--- src/rtl/unidade_controle_multiciclo_pkg.sv ---
// Shared definitions for the multicycle MIPS control unit: opcodes, state
// encodings, datapath select codes and the bundle of control strobes.
package unidade_controle_multiciclo_pkg;

  // Opcodes (IR[31:26]) of the supported instructions
  localparam logic [5:0] OP_R    = 6'b000000;
  localparam logic [5:0] OP_LW   = 6'b100011;
  localparam logic [5:0] OP_SW   = 6'b101011;
  localparam logic [5:0] OP_BEQ  = 6'b000100;
  localparam logic [5:0] OP_BNE  = 6'b000101;
  localparam logic [5:0] OP_J    = 6'b000010;
  localparam logic [5:0] OP_ADDI = 6'b001000;

  // ALU operation requested from the ALU control block
  localparam logic [1:0] ALU_ADD   = 2'b00;
  localparam logic [1:0] ALU_SUB   = 2'b01;
  localparam logic [1:0] ALU_FUNCT = 2'b10;

  // ALU B operand select
  localparam logic [1:0] SRCB_B       = 2'b00;
  localparam logic [1:0] SRCB_4       = 2'b01;
  localparam logic [1:0] SRCB_IMM     = 2'b10;
  localparam logic [1:0] SRCB_IMM_SH2 = 2'b11;

  // Next-PC source select
  localparam logic [1:0] PCSRC_ALU    = 2'b00;
  localparam logic [1:0] PCSRC_ALUOUT = 2'b01;
  localparam logic [1:0] PCSRC_JUMP   = 2'b10;

  // FSM states; encodings 13..15 are unused
  typedef enum logic [3:0] {
    ST_FETCH     = 4'd0,
    ST_DECODE    = 4'd1,
    ST_MEM_ADDR  = 4'd2,
    ST_MEM_READ  = 4'd3,
    ST_MEM_WB    = 4'd4,
    ST_MEM_WRITE = 4'd5,
    ST_EXEC      = 4'd6,
    ST_ALU_WB    = 4'd7,
    ST_BEQ       = 4'd8,
    ST_BNE       = 4'd9,
    ST_JUMP      = 4'd10,
    ST_ADDI_EXEC = 4'd11,
    ST_ADDI_WB   = 4'd12
  } estado_t;

  // Every strobe and select the control unit drives
  typedef struct packed {
    logic       pc_write;
    logic       pc_write_cond;
    logic       pc_write_cond_ne;
    logic       iord;
    logic       mem_read;
    logic       mem_write;
    logic       ir_write;
    logic       mem_to_reg;
    logic       reg_dst;
    logic       reg_write;
    logic       alu_src_a;
    logic [1:0] alu_src_b;
    logic [1:0] alu_op;
    logic [1:0] pc_source;
    logic       instr_concluida;
    logic       instr_invalida;
    logic [3:0] estado;
  } sinais_t;

  // True for the opcodes this control unit knows how to sequence
  function automatic logic opcode_suportado(input logic [5:0] op);
    return (op == OP_R)   || (op == OP_LW)  || (op == OP_SW) ||
           (op == OP_BEQ) || (op == OP_BNE) || (op == OP_J)  ||
           (op == OP_ADDI);
  endfunction

endpackage

--- src/rtl/unidade_controle_multiciclo_if.sv ---
// Control-unit <-> datapath signal bundle. The master side is the control
// unit (drives strobes, reads opcode and memory-ready); the slave side is
// the datapath.
interface unidade_controle_multiciclo_if;
  import unidade_controle_multiciclo_pkg::*;

  logic [5:0] opcode;
  logic       mem_pronto;

  logic       pc_write;
  logic       pc_write_cond;
  logic       pc_write_cond_ne;
  logic       iord;
  logic       mem_read;
  logic       mem_write;
  logic       ir_write;
  logic       mem_to_reg;
  logic       reg_dst;
  logic       reg_write;
  logic       alu_src_a;
  logic [1:0] alu_src_b;
  logic [1:0] alu_op;
  logic [1:0] pc_source;
  logic       instr_concluida;
  logic       instr_invalida;
  logic [3:0] estado;

  modport master (
    input  opcode, mem_pronto,
    output pc_write, pc_write_cond, pc_write_cond_ne, iord, mem_read,
           mem_write, ir_write, mem_to_reg, reg_dst, reg_write, alu_src_a,
           alu_src_b, alu_op, pc_source, instr_concluida, instr_invalida,
           estado
  );

  modport slave (
    output opcode, mem_pronto,
    input  pc_write, pc_write_cond, pc_write_cond_ne, iord, mem_read,
           mem_write, ir_write, mem_to_reg, reg_dst, reg_write, alu_src_a,
           alu_src_b, alu_op, pc_source, instr_concluida, instr_invalida,
           estado
  );
endinterface

--- src/rtl/unidade_controle_multiciclo_saidas.sv ---
// Moore output decoder for the multicycle control unit. Outputs depend on
// the current state only, except for the memory-ready qualification in
// FETCH / MEM_WRITE and the invalid-opcode pulse in DECODE.
module controle_saidas
  import unidade_controle_multiciclo_pkg::*;
(
  input  logic [3:0] estado,
  input  logic       mem_pronto,
  input  logic       reset_n,
  input  logic [5:0] opcode,
  output sinais_t    sinais
);

  // Decode the current state into datapath strobes; reset forces all zero
  always_comb begin
    // NOTE: every field gets a default before the case so no path leaves an
    // output unassigned, which would otherwise infer a latch.
    sinais = '0;
    if (reset_n) begin
      sinais.estado = estado;
      case (estado)
        ST_FETCH: begin
          sinais.mem_read  = 1'b1;
          sinais.iord      = 1'b0;
          sinais.alu_src_a = 1'b0;
          sinais.alu_src_b = SRCB_4;
          sinais.alu_op    = ALU_ADD;
          sinais.pc_source = PCSRC_ALU;
          // IR and PC load only on the cycle the instruction word arrives
          sinais.ir_write  = mem_pronto;
          sinais.pc_write  = mem_pronto;
        end
        ST_DECODE: begin
          // Branch target precomputed into ALUOut while the opcode decodes
          sinais.alu_src_a = 1'b0;
          sinais.alu_src_b = SRCB_IMM_SH2;
          sinais.alu_op    = ALU_ADD;
          if (!opcode_suportado(opcode)) begin
            sinais.instr_invalida  = 1'b1;
            sinais.instr_concluida = 1'b1;
          end
        end
        ST_MEM_ADDR: begin
          sinais.alu_src_a = 1'b1;
          sinais.alu_src_b = SRCB_IMM;
          sinais.alu_op    = ALU_ADD;
        end
        ST_MEM_READ: begin
          sinais.mem_read = 1'b1;
          sinais.iord     = 1'b1;
        end
        ST_MEM_WB: begin
          sinais.reg_write       = 1'b1;
          sinais.mem_to_reg      = 1'b1;
          sinais.reg_dst         = 1'b0;
          sinais.instr_concluida = 1'b1;
        end
        ST_MEM_WRITE: begin
          sinais.mem_write       = 1'b1;
          sinais.iord            = 1'b1;
          sinais.instr_concluida = mem_pronto;
        end
        ST_EXEC: begin
          sinais.alu_src_a = 1'b1;
          sinais.alu_src_b = SRCB_B;
          sinais.alu_op    = ALU_FUNCT;
        end
        ST_ALU_WB: begin
          sinais.reg_write       = 1'b1;
          sinais.reg_dst         = 1'b1;
          sinais.mem_to_reg      = 1'b0;
          sinais.instr_concluida = 1'b1;
        end
        ST_BEQ: begin
          sinais.alu_src_a       = 1'b1;
          sinais.alu_src_b       = SRCB_B;
          sinais.alu_op          = ALU_SUB;
          sinais.pc_write_cond   = 1'b1;
          sinais.pc_source       = PCSRC_ALUOUT;
          sinais.instr_concluida = 1'b1;
        end
        ST_BNE: begin
          sinais.alu_src_a        = 1'b1;
          sinais.alu_src_b        = SRCB_B;
          sinais.alu_op           = ALU_SUB;
          sinais.pc_write_cond_ne = 1'b1;
          sinais.pc_source        = PCSRC_ALUOUT;
          sinais.instr_concluida  = 1'b1;
        end
        ST_JUMP: begin
          sinais.pc_write        = 1'b1;
          sinais.pc_source       = PCSRC_JUMP;
          sinais.instr_concluida = 1'b1;
        end
        ST_ADDI_EXEC: begin
          sinais.alu_src_a = 1'b1;
          sinais.alu_src_b = SRCB_IMM;
          sinais.alu_op    = ALU_ADD;
        end
        ST_ADDI_WB: begin
          sinais.reg_write       = 1'b1;
          sinais.reg_dst         = 1'b0;
          sinais.mem_to_reg      = 1'b0;
          sinais.instr_concluida = 1'b1;
        end
        // Unused encodings drive nothing, not even the debug state
        default: sinais = '0;
      endcase
    end
  end

endmodule

--- src/rtl/unidade_controle_multiciclo.sv ---
// Multicycle MIPS main control unit: state register and next-state logic,
// with the output decoding delegated to controle_saidas.
module unidade_controle_multiciclo
  import unidade_controle_multiciclo_pkg::*;
(
  input  logic                           clock,
  input  logic                           reset_n,
  unidade_controle_multiciclo_if.master  ctrl
);

  estado_t estado_q, estado_d;
  sinais_t sinais;

  // State register with synchronous active-low reset into FETCH
  always_ff @(posedge clock) begin
    // NOTE: state flops use non-blocking assignment so every flop samples
    // pre-edge values regardless of process ordering.
    if (!reset_n) estado_q <= ST_FETCH;
    else          estado_q <= estado_d;
  end

  // Next-state selection from current state, opcode and memory-ready
  always_comb begin
    estado_d = estado_q;
    case (estado_q)
      ST_FETCH:     if (ctrl.mem_pronto) estado_d = ST_DECODE;
      ST_DECODE: begin
        case (ctrl.opcode)
          OP_LW, OP_SW: estado_d = ST_MEM_ADDR;
          OP_R:         estado_d = ST_EXEC;
          OP_BEQ:       estado_d = ST_BEQ;
          OP_BNE:       estado_d = ST_BNE;
          OP_J:         estado_d = ST_JUMP;
          OP_ADDI:      estado_d = ST_ADDI_EXEC;
          default:      estado_d = ST_FETCH;
        endcase
      end
      ST_MEM_ADDR:  estado_d = (ctrl.opcode == OP_LW) ? ST_MEM_READ : ST_MEM_WRITE;
      ST_MEM_READ:  if (ctrl.mem_pronto) estado_d = ST_MEM_WB;
      ST_MEM_WB:    estado_d = ST_FETCH;
      ST_MEM_WRITE: if (ctrl.mem_pronto) estado_d = ST_FETCH;
      ST_EXEC:      estado_d = ST_ALU_WB;
      ST_ALU_WB:    estado_d = ST_FETCH;
      ST_BEQ:       estado_d = ST_FETCH;
      ST_BNE:       estado_d = ST_FETCH;
      ST_JUMP:      estado_d = ST_FETCH;
      ST_ADDI_EXEC: estado_d = ST_ADDI_WB;
      ST_ADDI_WB:   estado_d = ST_FETCH;
      default:      estado_d = ST_FETCH;
    endcase
  end

  controle_saidas u_saidas (
    .estado     (estado_q),
    .mem_pronto (ctrl.mem_pronto),
    .reset_n    (reset_n),
    .opcode     (ctrl.opcode),
    .sinais     (sinais)
  );

  assign ctrl.pc_write         = sinais.pc_write;
  assign ctrl.pc_write_cond    = sinais.pc_write_cond;
  assign ctrl.pc_write_cond_ne = sinais.pc_write_cond_ne;
  assign ctrl.iord             = sinais.iord;
  assign ctrl.mem_read         = sinais.mem_read;
  assign ctrl.mem_write        = sinais.mem_write;
  assign ctrl.ir_write         = sinais.ir_write;
  assign ctrl.mem_to_reg       = sinais.mem_to_reg;
  assign ctrl.reg_dst          = sinais.reg_dst;
  assign ctrl.reg_write        = sinais.reg_write;
  assign ctrl.alu_src_a        = sinais.alu_src_a;
  assign ctrl.alu_src_b        = sinais.alu_src_b;
  assign ctrl.alu_op           = sinais.alu_op;
  assign ctrl.pc_source        = sinais.pc_source;
  assign ctrl.instr_concluida  = sinais.instr_concluida;
  assign ctrl.instr_invalida   = sinais.instr_invalida;
  assign ctrl.estado           = sinais.estado;

endmodule

--- src/flat_wrapper.sv ---
// flat-port wrapper written by rule: the top's interface ports become plain ports
module unidade_controle_multiciclo_flat import unidade_controle_multiciclo_pkg::*;
  (clock, reset_n, ctrl_opcode, ctrl_mem_pronto, ctrl_pc_write, ctrl_pc_write_cond, ctrl_pc_write_cond_ne, ctrl_iord, ctrl_mem_read, ctrl_mem_write, ctrl_ir_write, ctrl_mem_to_reg, ctrl_reg_dst, ctrl_reg_write, ctrl_alu_src_a, ctrl_alu_src_b, ctrl_alu_op, ctrl_pc_source, ctrl_instr_concluida, ctrl_instr_invalida, ctrl_estado);
  unidade_controle_multiciclo_if ctrl_i ();
  input  logic clock;
  input  logic reset_n;
  input wire logic [$bits(ctrl_i.opcode)-1:0] ctrl_opcode;
  input wire logic [$bits(ctrl_i.mem_pronto)-1:0] ctrl_mem_pronto;
  output wire logic [$bits(ctrl_i.pc_write)-1:0] ctrl_pc_write;
  output wire logic [$bits(ctrl_i.pc_write_cond)-1:0] ctrl_pc_write_cond;
  output wire logic [$bits(ctrl_i.pc_write_cond_ne)-1:0] ctrl_pc_write_cond_ne;
  output wire logic [$bits(ctrl_i.iord)-1:0] ctrl_iord;
  output wire logic [$bits(ctrl_i.mem_read)-1:0] ctrl_mem_read;
  output wire logic [$bits(ctrl_i.mem_write)-1:0] ctrl_mem_write;
  output wire logic [$bits(ctrl_i.ir_write)-1:0] ctrl_ir_write;
  output wire logic [$bits(ctrl_i.mem_to_reg)-1:0] ctrl_mem_to_reg;
  output wire logic [$bits(ctrl_i.reg_dst)-1:0] ctrl_reg_dst;
  output wire logic [$bits(ctrl_i.reg_write)-1:0] ctrl_reg_write;
  output wire logic [$bits(ctrl_i.alu_src_a)-1:0] ctrl_alu_src_a;
  output wire logic [$bits(ctrl_i.alu_src_b)-1:0] ctrl_alu_src_b;
  output wire logic [$bits(ctrl_i.alu_op)-1:0] ctrl_alu_op;
  output wire logic [$bits(ctrl_i.pc_source)-1:0] ctrl_pc_source;
  output wire logic [$bits(ctrl_i.instr_concluida)-1:0] ctrl_instr_concluida;
  output wire logic [$bits(ctrl_i.instr_invalida)-1:0] ctrl_instr_invalida;
  output wire logic [$bits(ctrl_i.estado)-1:0] ctrl_estado;
  assign ctrl_i.opcode = ctrl_opcode;
  assign ctrl_i.mem_pronto = ctrl_mem_pronto;
  assign ctrl_pc_write = ctrl_i.pc_write;
  assign ctrl_pc_write_cond = ctrl_i.pc_write_cond;
  assign ctrl_pc_write_cond_ne = ctrl_i.pc_write_cond_ne;
  assign ctrl_iord = ctrl_i.iord;
  assign ctrl_mem_read = ctrl_i.mem_read;
  assign ctrl_mem_write = ctrl_i.mem_write;
  assign ctrl_ir_write = ctrl_i.ir_write;
  assign ctrl_mem_to_reg = ctrl_i.mem_to_reg;
  assign ctrl_reg_dst = ctrl_i.reg_dst;
  assign ctrl_reg_write = ctrl_i.reg_write;
  assign ctrl_alu_src_a = ctrl_i.alu_src_a;
  assign ctrl_alu_src_b = ctrl_i.alu_src_b;
  assign ctrl_alu_op = ctrl_i.alu_op;
  assign ctrl_pc_source = ctrl_i.pc_source;
  assign ctrl_instr_concluida = ctrl_i.instr_concluida;
  assign ctrl_instr_invalida = ctrl_i.instr_invalida;
  assign ctrl_estado = ctrl_i.estado;
  unidade_controle_multiciclo u_core (.clock(clock), .reset_n(reset_n), .ctrl(ctrl_i));
endmodule
--- config.mk ---
export PLATFORM = sky130hd
export DESIGN_NAME = unidade_controle_multiciclo_flat
export DESIGN_NICKNAME = d
export VERILOG_FILES = /design/src/rtl/unidade_controle_multiciclo_pkg.sv /design/src/rtl/unidade_controle_multiciclo_if.sv /design/src/rtl/unidade_controle_multiciclo_saidas.sv /design/src/rtl/unidade_controle_multiciclo.sv /design/src/flat_wrapper.sv
export SDC_FILE = /design/constraint.sdc
export NUM_CORES = 1
export LEC_CHECK = 0
export CORE_MARGIN = 2
export CORE_UTILIZATION = 44
export CTS_CLUSTER_DIAMETER = 60
export DETAILED_ROUTE_END_ITERATION = 8
export HOLD_SLACK_MARGIN = 0.05
export PLACE_DENSITY_LB_ADDON = 0.08
export RECOVER_POWER = 50
export SETUP_SLACK_MARGIN = 0.2
export SLEW_MARGIN = 25
export SYNTH_ARGS = -nofsm -noshare
export SYNTH_HDL_FRONTEND = slang
export SYNTH_HIERARCHICAL = 1
export SYNTH_SLANG_ARGS = --single-unit
--- constraint.sdc ---
create_clock -name clock -period 3.6 [get_ports clock]
set_clock_uncertainty 0.2 [all_clocks]
set_input_delay 0.36 -clock clock [delete_from_list [all_inputs] [get_ports clock]]
set_output_delay 0.36 -clock clock [all_outputs]
set_load 0.02 [all_outputs]
==> metrics, run 1 <==
status=complete, no violations; Hold WS=~0.56 ns; worst hold path class=flip-flop to flip-flop; Post-Syn Nets=roughly 110; power share of the combinational group=0.370; Slew HR=0.556; Main synth FF type=dfxtp_1; synthesized instance count=roughly 100; Critical-path top delay cell=dlygate4sd3_1; Yosys reg bits=4; Site Rows=14; number of max-cap violations=0; DR pass1 iterations=4; Worst setup SP type=input pin; Total GRT Usage=0.195; CP Capture Type=primary output; # IOs=32; biggest registers after layout=u_core/estado_q: 4 flops; H-Tree Level Count=1; unrepaired setup endpoints after global routing=false; layout cells sized above 1=0.0827; die area=1910 um^2; reg2reg path depth=4; Detail Route Antenna Nets=0; CTS buffer count=3; leakage=0.000382 uW; max reg flops=4; FFs w/ async S/R, synth=0; maximum VDD drop=between 0.15 and 0.2 mV; Die Height=between 40 and 50 um; Total Routed Length=around 1900 um; Reg power frac=0.294; global-route wire length before repair=approximately 3000 um; Syn-to-layout area delta=46.8%; Core Area=~1500 um^2; vias in the first global route=700; Initial DRC Count=13; Hold Fails Final Rpt=0; Vias per Instance=a little under 6; Worst Path Max Fanout=8; Diodes inserted=0; power density over the cells=about 170 nW/um^2; final setup violation count=0; CP top delay family=buffers and inverters; TNS Setup=0 ns; CP Depth=5; Yosys cell types=39; clk slew on worst S/H paths=roughly 0.040 ns; CP Data Arrival Time=between 2 and 2.5 ns; YS warnings=6; Placer Congestion=~0.83; CP cell instances=dlygate4sd3_1 > or4_1 > a31oi_1 > o31ai_1 > clkdlybuf4s50_1; non-filler cells, final=around 150; # nets final=144; P_int=114 uW; total power=between 150 and 200 uW; Die Wd=~44 um; maximum clock insertion buffer count=2; post-cts sizing count=0; fin. max-slew vios=0; reg2reg start=u_core/estado_q[1]$_SDFFE_PN0P_; HPWL after DPL=~1400 um; drt drc=0; worst slew pin tran=0.665 ns; Initial Util=0.467; Post-CTS Hold Fix Bufs=0; worst setup path class=input pin to primary output; Final min period=2.93 ns; EDFF count, synth=0; largest register by flop count=u_core/estado_q; Post-Place Cells=around 150; Max stage delay on crit path=between 0.6 and 0.7 ns; Setup crit start=ctrl_opcode[3]; Port Buffer Count=31; aggregate global routing overflow=0; clock power share=0.335; clock sink count=4; crit path buf inv count=2; sequential fraction of the synthesis area=0.115; Post-Syn Area per Cell=~6.7 um^2; clock root cell=clkbuf_4; R2R setup slack=around 1.6 ns; Psw=56.0 uW; later-pin clock latency in the skew report=~0.24 ns; Highest Clock Rate=about 0.34 GHz; CP endpoint=ctrl_instr_concluida; switch share=0.330; largest net degree at the start of global routing=23; post-CTS setup buffers=0; reg2reg end=u_core/estado_q[2]$_SDFFE_PN0P_; initial antenna violation count=0; Post-Syn Area=between 600 and 700 um^2; WL/cell=12.6 um; Via Count=868; CP Data Required Time=just over 3 ns; CTS tree=built; final period utilization=0.813
synthesized netlist by cell type (all sizes together) (2+ instances only):
library cell / instances / area [um^2]
nand4b: 2 / 17.5
nand3b: 2 / 15.0
nor4: 2 / 12.5
dfxtp: 4 / 80.1
xnor2: 3 / 26.3
a221o: 2 / 20.0
nor2b: 3 / 18.8
and2: 2 / 12.5
and2b: 3 / 23.8
nand2: 10 / 37.5
a21oi: 10 / 50.1
or2: 3 / 21.3
nand2b: 5 / 38.8
nor3: 8 / 40.0
or4: 3 / 22.5
nor2: 12 / 45.0
mux2i: 2 / 20.0
and3: 3 / 18.8
o21ai: 5 / 25.0
o31ai: 2 / 15.0
buf: 5 / 27.5
placed cells by master (no fill, tap or decap), types with 4 or more instances in the layout:
| cell | Yosys | final |
|---|---|---|
| clkdlybuf4s50_1 | 0 | 21 |
| nor2_1 | 12 | 12 |
| dlygate4sd3_1 | 0 | 10 |
| a21oi_1 | 10 | 10 |
| nand2_1 | 10 | 10 |
| nor3_1 | 8 | 8 |
| o21ai_0 | 3 | 4 |
| nand2b_1 | 4 | 4 |
| dfxtp_1 | 4 | 4 |
worst register-to-register path, stage by stage (launching register included):
cell and delay (ns):
dfxtp_1 0.62, clkbuf_1 0.51, xnor2_1 0.14, a221oi_1 0.33
o21ai_0 0.12
per-layer routing:
layer | track usage | wire (um) | vias to the layer above | share of wire
met5 | 0 | 0 | - | 0
met4 | 0.0545 | 16 | 0 | 0.0085
met3 | 0.00417 | 79 | 2 | 0.042
met2 | 0.356 | 928 | 24 | 0.49
met1 | 0.248 | 852 | 394 | 0.45
li1 | - | - | 448 | -
logic make-up (layout without fill, tap and decap cells):
logic type                count (synthesis)  in the layout  share of synthesized area
xor gates and xnor gates                  4              4                     0.0504
and+or+nand+nor                          62             62                      0.509
buffers and inverters                     7             36                     0.0504
muxes                                     3              3                     0.0450
AOI/OAI and AO/OA                        24             24                      0.230
DFF                                       4              4                      0.115
power by group through the flow:
stage	sequential, uW	clock (uW)	combinational (uW)
after global routing	50.5	58.2	67.8
after CTS	49.9	57.7	63.6
final	50.0	56.9	62.9
after detailed placement	50.6	0	63.4
after floorplan	47.8	0	35.8
after global placement	50.6	0	62.5
cell type report:
type / count / area (um^2)
Clock buffer: 3 / 22.5
Timing Repair Buffer: 32 / 314
Fill cell: 140 / 468
Inverter: 1 / 3.75
Multi-Input combinational cell: 93 / 581
Tap cell: 16 / 20.0
Sequential cell: 4 / 80.1
stage by stage:
step	setup WS, ns	cell area (um^2)	utilization
4_1_cts	0.731	1020	0.688
6_report	0.672	1020	0.686
5_1_grt	0.576	1020	0.686
2_1_floorplan	1.56	696	-
3_5_place_dp	0.742	1000	0.673
3_3_place_gp	0.785	1000	0.673
worst min-delay path by stage:
stage / cells after the start / to / from / slack (ns)
after CTS: 2 / u_core/estado_q[3]$_SDFFE_PN0P_ / u_core/estado_q[3]$_SDFFE_PN0P_ / 0.55
after floorplan: 2 / u_core/estado_q[3]$_SDFFE_PN0P_ / reset_n / 0.30
final: 2 / u_core/estado_q[3]$_SDFFE_PN0P_ / u_core/estado_q[3]$_SDFFE_PN0P_ / 0.56
after global placement: 2 / u_core/estado_q[3]$_SDFFE_PN0P_ / u_core/estado_q[3]$_SDFFE_PN0P_ / 0.54
after global routing: 2 / u_core/estado_q[3]$_SDFFE_PN0P_ / u_core/estado_q[3]$_SDFFE_PN0P_ / 0.64
after detailed placement: 2 / u_core/estado_q[3]$_SDFFE_PN0P_ / u_core/estado_q[3]$_SDFFE_PN0P_ / 0.54
Power figures use the tool's default switching activity.
==> run 2: changes to the inputs <==
--- a/config.mk
+++ b/config.mk
@@ -6,7 +6,7 @@
 export NUM_CORES = 1
 export LEC_CHECK = 0
 export CORE_MARGIN = 2
-export CORE_UTILIZATION = 44
+export CORE_UTILIZATION = 37
 export CTS_CLUSTER_DIAMETER = 60
 export DETAILED_ROUTE_END_ITERATION = 8
 export HOLD_SLACK_MARGIN = 0.05
==> constraint.sdc (replaced) <==
create_clock -name clock -period 2.5 [get_ports clock]
set_clock_uncertainty 0.2 [all_clocks]
set_input_delay 0.25 -clock clock [delete_from_list [all_inputs] [get_ports clock]]
set_output_delay 0.25 -clock clock [all_outputs]
set_load 0.02 [all_outputs]
==> metrics, run 2 (synthesis gave the netlist of run 1 again) <==
status=complete, no violations; final core occ=0.627 (-0.0585); global-route wire length before repair=3080 um (+3.2%); later-pin clock latency in the skew report=0.23 ns (about the same); Vias per Instance=5.20 (-11%); DR pass1 iterations=6 (+2); vias in the first global route=727 (+3.9%); Total GRT Usage=0.185 (-0.0103); power density over the cells=226 nW/um^2 (+36%); fin. max-slew vios=0 (unchanged); Initial Util=0.399 (-0.0687); final setup margin=0.184 ns (-0.488 ns); Detail Route Antenna Nets=0 (unchanged); largest net degree at the start of global routing=17 (-26%); Slew HR=0.719 (+0.163); maximum clock insertion buffer count=2 (unchanged); Syn-to-layout area delta=57.4%; aggregate global routing overflow=0 (unchanged); most frequent cells in the layout=18 x clkdlybuf4s50_1, 14 x buf_4, 12 x nor2_1, 10 x a21oi_1, 10 x nand2_1; commonest non-fill, non-tap cell in the layout=clkdlybuf4s50_1; drt drc=0 (unchanged); TNS Setup=0 ns (unchanged); Worst setup SP type=input pin; Diodes inserted=0 (unchanged); clock root cell=clkbuf_4; max reg flops=4 (unchanged); Via Count=895 (+3.1%); fill count=198 (+41%); number of max-cap violations=0 (unchanged); biggest registers after layout=u_core/estado_q: 4 flops; HPWL after DPL=1550 um (+12%); clk slew on worst S/H paths=0.04 ns (about the same); Post-CTS Hold Fix Bufs=0 (unchanged); layout cells sized above 1=0.197 (+0.115); Die Wd=47.4 um (+8.2%); Critical-path top delay cell=dlygate4sd3_1; Core Area=1750 um^2 (+17%); final setup violation count=0 (unchanged); Die Height=47.4 um (+8.2%); clock sink count=4 (unchanged); Initial DRC Count=15 (+2); CP Data Required Time=2.05 ns (-0.99 ns); worst setup path class=input pin to primary output; unrepaired setup endpoints after global routing=false; CP Capture Type=primary output; worst hold path class=input pin to flip-flop; CP Data Arrival Time=1.87 ns (-0.50 ns); Worst Path Max Fanout=2 (-6); maximum VDD drop=0.204 mV (+24%); Hold Fails Final Rpt=0 (unchanged); post-CTS setup buffers=0 (unchanged); Final min period=2.32 ns; Max stage delay on crit path=0.55 ns (-0.08 ns); FF/Latch Area=83.8 um^2 (+4.7%); Site Rows=15 (+1); area of the multi-input gates=581 um^2 (unchanged); CP cell instances=dlygate4sd3_1 > or4_1 > a31oi_2 > nor3_1 > dlygate4sd2_1; # IOs=32 (unchanged); worst slew pin tran=0.411 ns (-0.254 ns); final period utilization=0.926; Placer Congestion=0.800 (-4.2%); largest register by flop count=u_core/estado_q; leakage=0.000428 uW (+12%); CTS buffer count=3 (unchanged); # nets final=158 (+9.7%); WL/cell=11.5 um (-8.8%); H-Tree Level Count=1 (unchanged); die area=2240 um^2 (+17%); worst slack, placed=-0.0126 ns (-0.755 ns); CTS tree=built; Port Buffer Count=31 (unchanged); initial antenna violation count=0 (unchanged); Highest Clock Rate=between 0.4 and 0.5 GHz; Total Routed Length=1980 um (+5.3%)
==> run 2: cell types whose count changed in the layout (fill, tap and decap cells not counted), sizes merged <==
cell | before | now
buf | 0 | 14
clkbuf | 4 | 11
clkdlybuf4s15 | 0 | 1
clkdlybuf4s50 | 21 | 18
dlygate4sd2 | 0 | 3
dlygate4sd3 | 10 | 2
==> run 2: where the power goes <==
part           switching [uW]  total (uW)  leakage (uW)  internal [uW]
combinational            53.3         102      0.000381           48.8
clock                    24.2        77.8     0.0000138           53.6
sequential               1.66        67.4     0.0000340           65.7
==> run 2: per-layer routing <==
| metal | vias up | global-route usage | share of wire |
|---|---|---|---|
| met2 | 23 | 0.349 | 0.49 |
| met5 | - | 0 | 0 |
| met1 | 401 | 0.228 | 0.46 |
| met3 | 0 | 0.00385 | 0.044 |
| met4 | 0 | 0.0444 | 0 |
| li1 | 471 | - | - |
==> run 2: stage by stage <==
step | power [uW] | hold slack (ns) | cell area (um^2) | instances
4_1_cts | 256 | 0.443 | 1140 | 172
3_5_place_dp | 179 | 0.581 | 1120 | 169
6_report | 247 | 0.457 | 1090 | 172
5_1_grt | 259 | 0.490 | 1090 | 172
3_3_place_gp | 176 | 0.565 | 1120 | 169
2_1_floorplan | 120 | 0.189 | 696 | 104
==> run 2: repair_timing <==
item,in CTS,in global routing
setup endpoints to repair,17,9
pin swaps,0,1
resized for setup,8,11
==> run 2: worst paths after layout <==
| kind | startpoint | endpoint | slack (ns) | depth (start not counted) |
|---|---|---|---|---|
| hold / removal | reset_n | u_core/estado_q[3]$_SDFFE_PN0P_ | 0.46 | 4 |
| setup reg to reg | u_core/estado_q[2]$_SDFFE_PN0P_ | u_core/estado_q[2]$_SDFFE_PN0P_ | 0.83 | 5 |
| setup / recovery | ctrl_opcode[3] | ctrl_instr_invalida | 0.18 | 5 |
| hold reg to reg | u_core/estado_q[1]$_SDFFE_PN0P_ | u_core/estado_q[3]$_SDFFE_PN0P_ | 0.51 | 3 |
==> run 2: critical path: cells and delay by family <==
family          cells  cell delay [ns]
simple gates        2             0.59
compound gates      1             0.17
buf+inv             2             0.86
==> run 2: layout make-up <==
class,instances,area share
multi-input combinational,93,0.530
timing repair buffer,46,0.341
sequential,4,0.0766
tap,25,0.0286
clock buffer,3,0.0206
inverter,1,0.00343
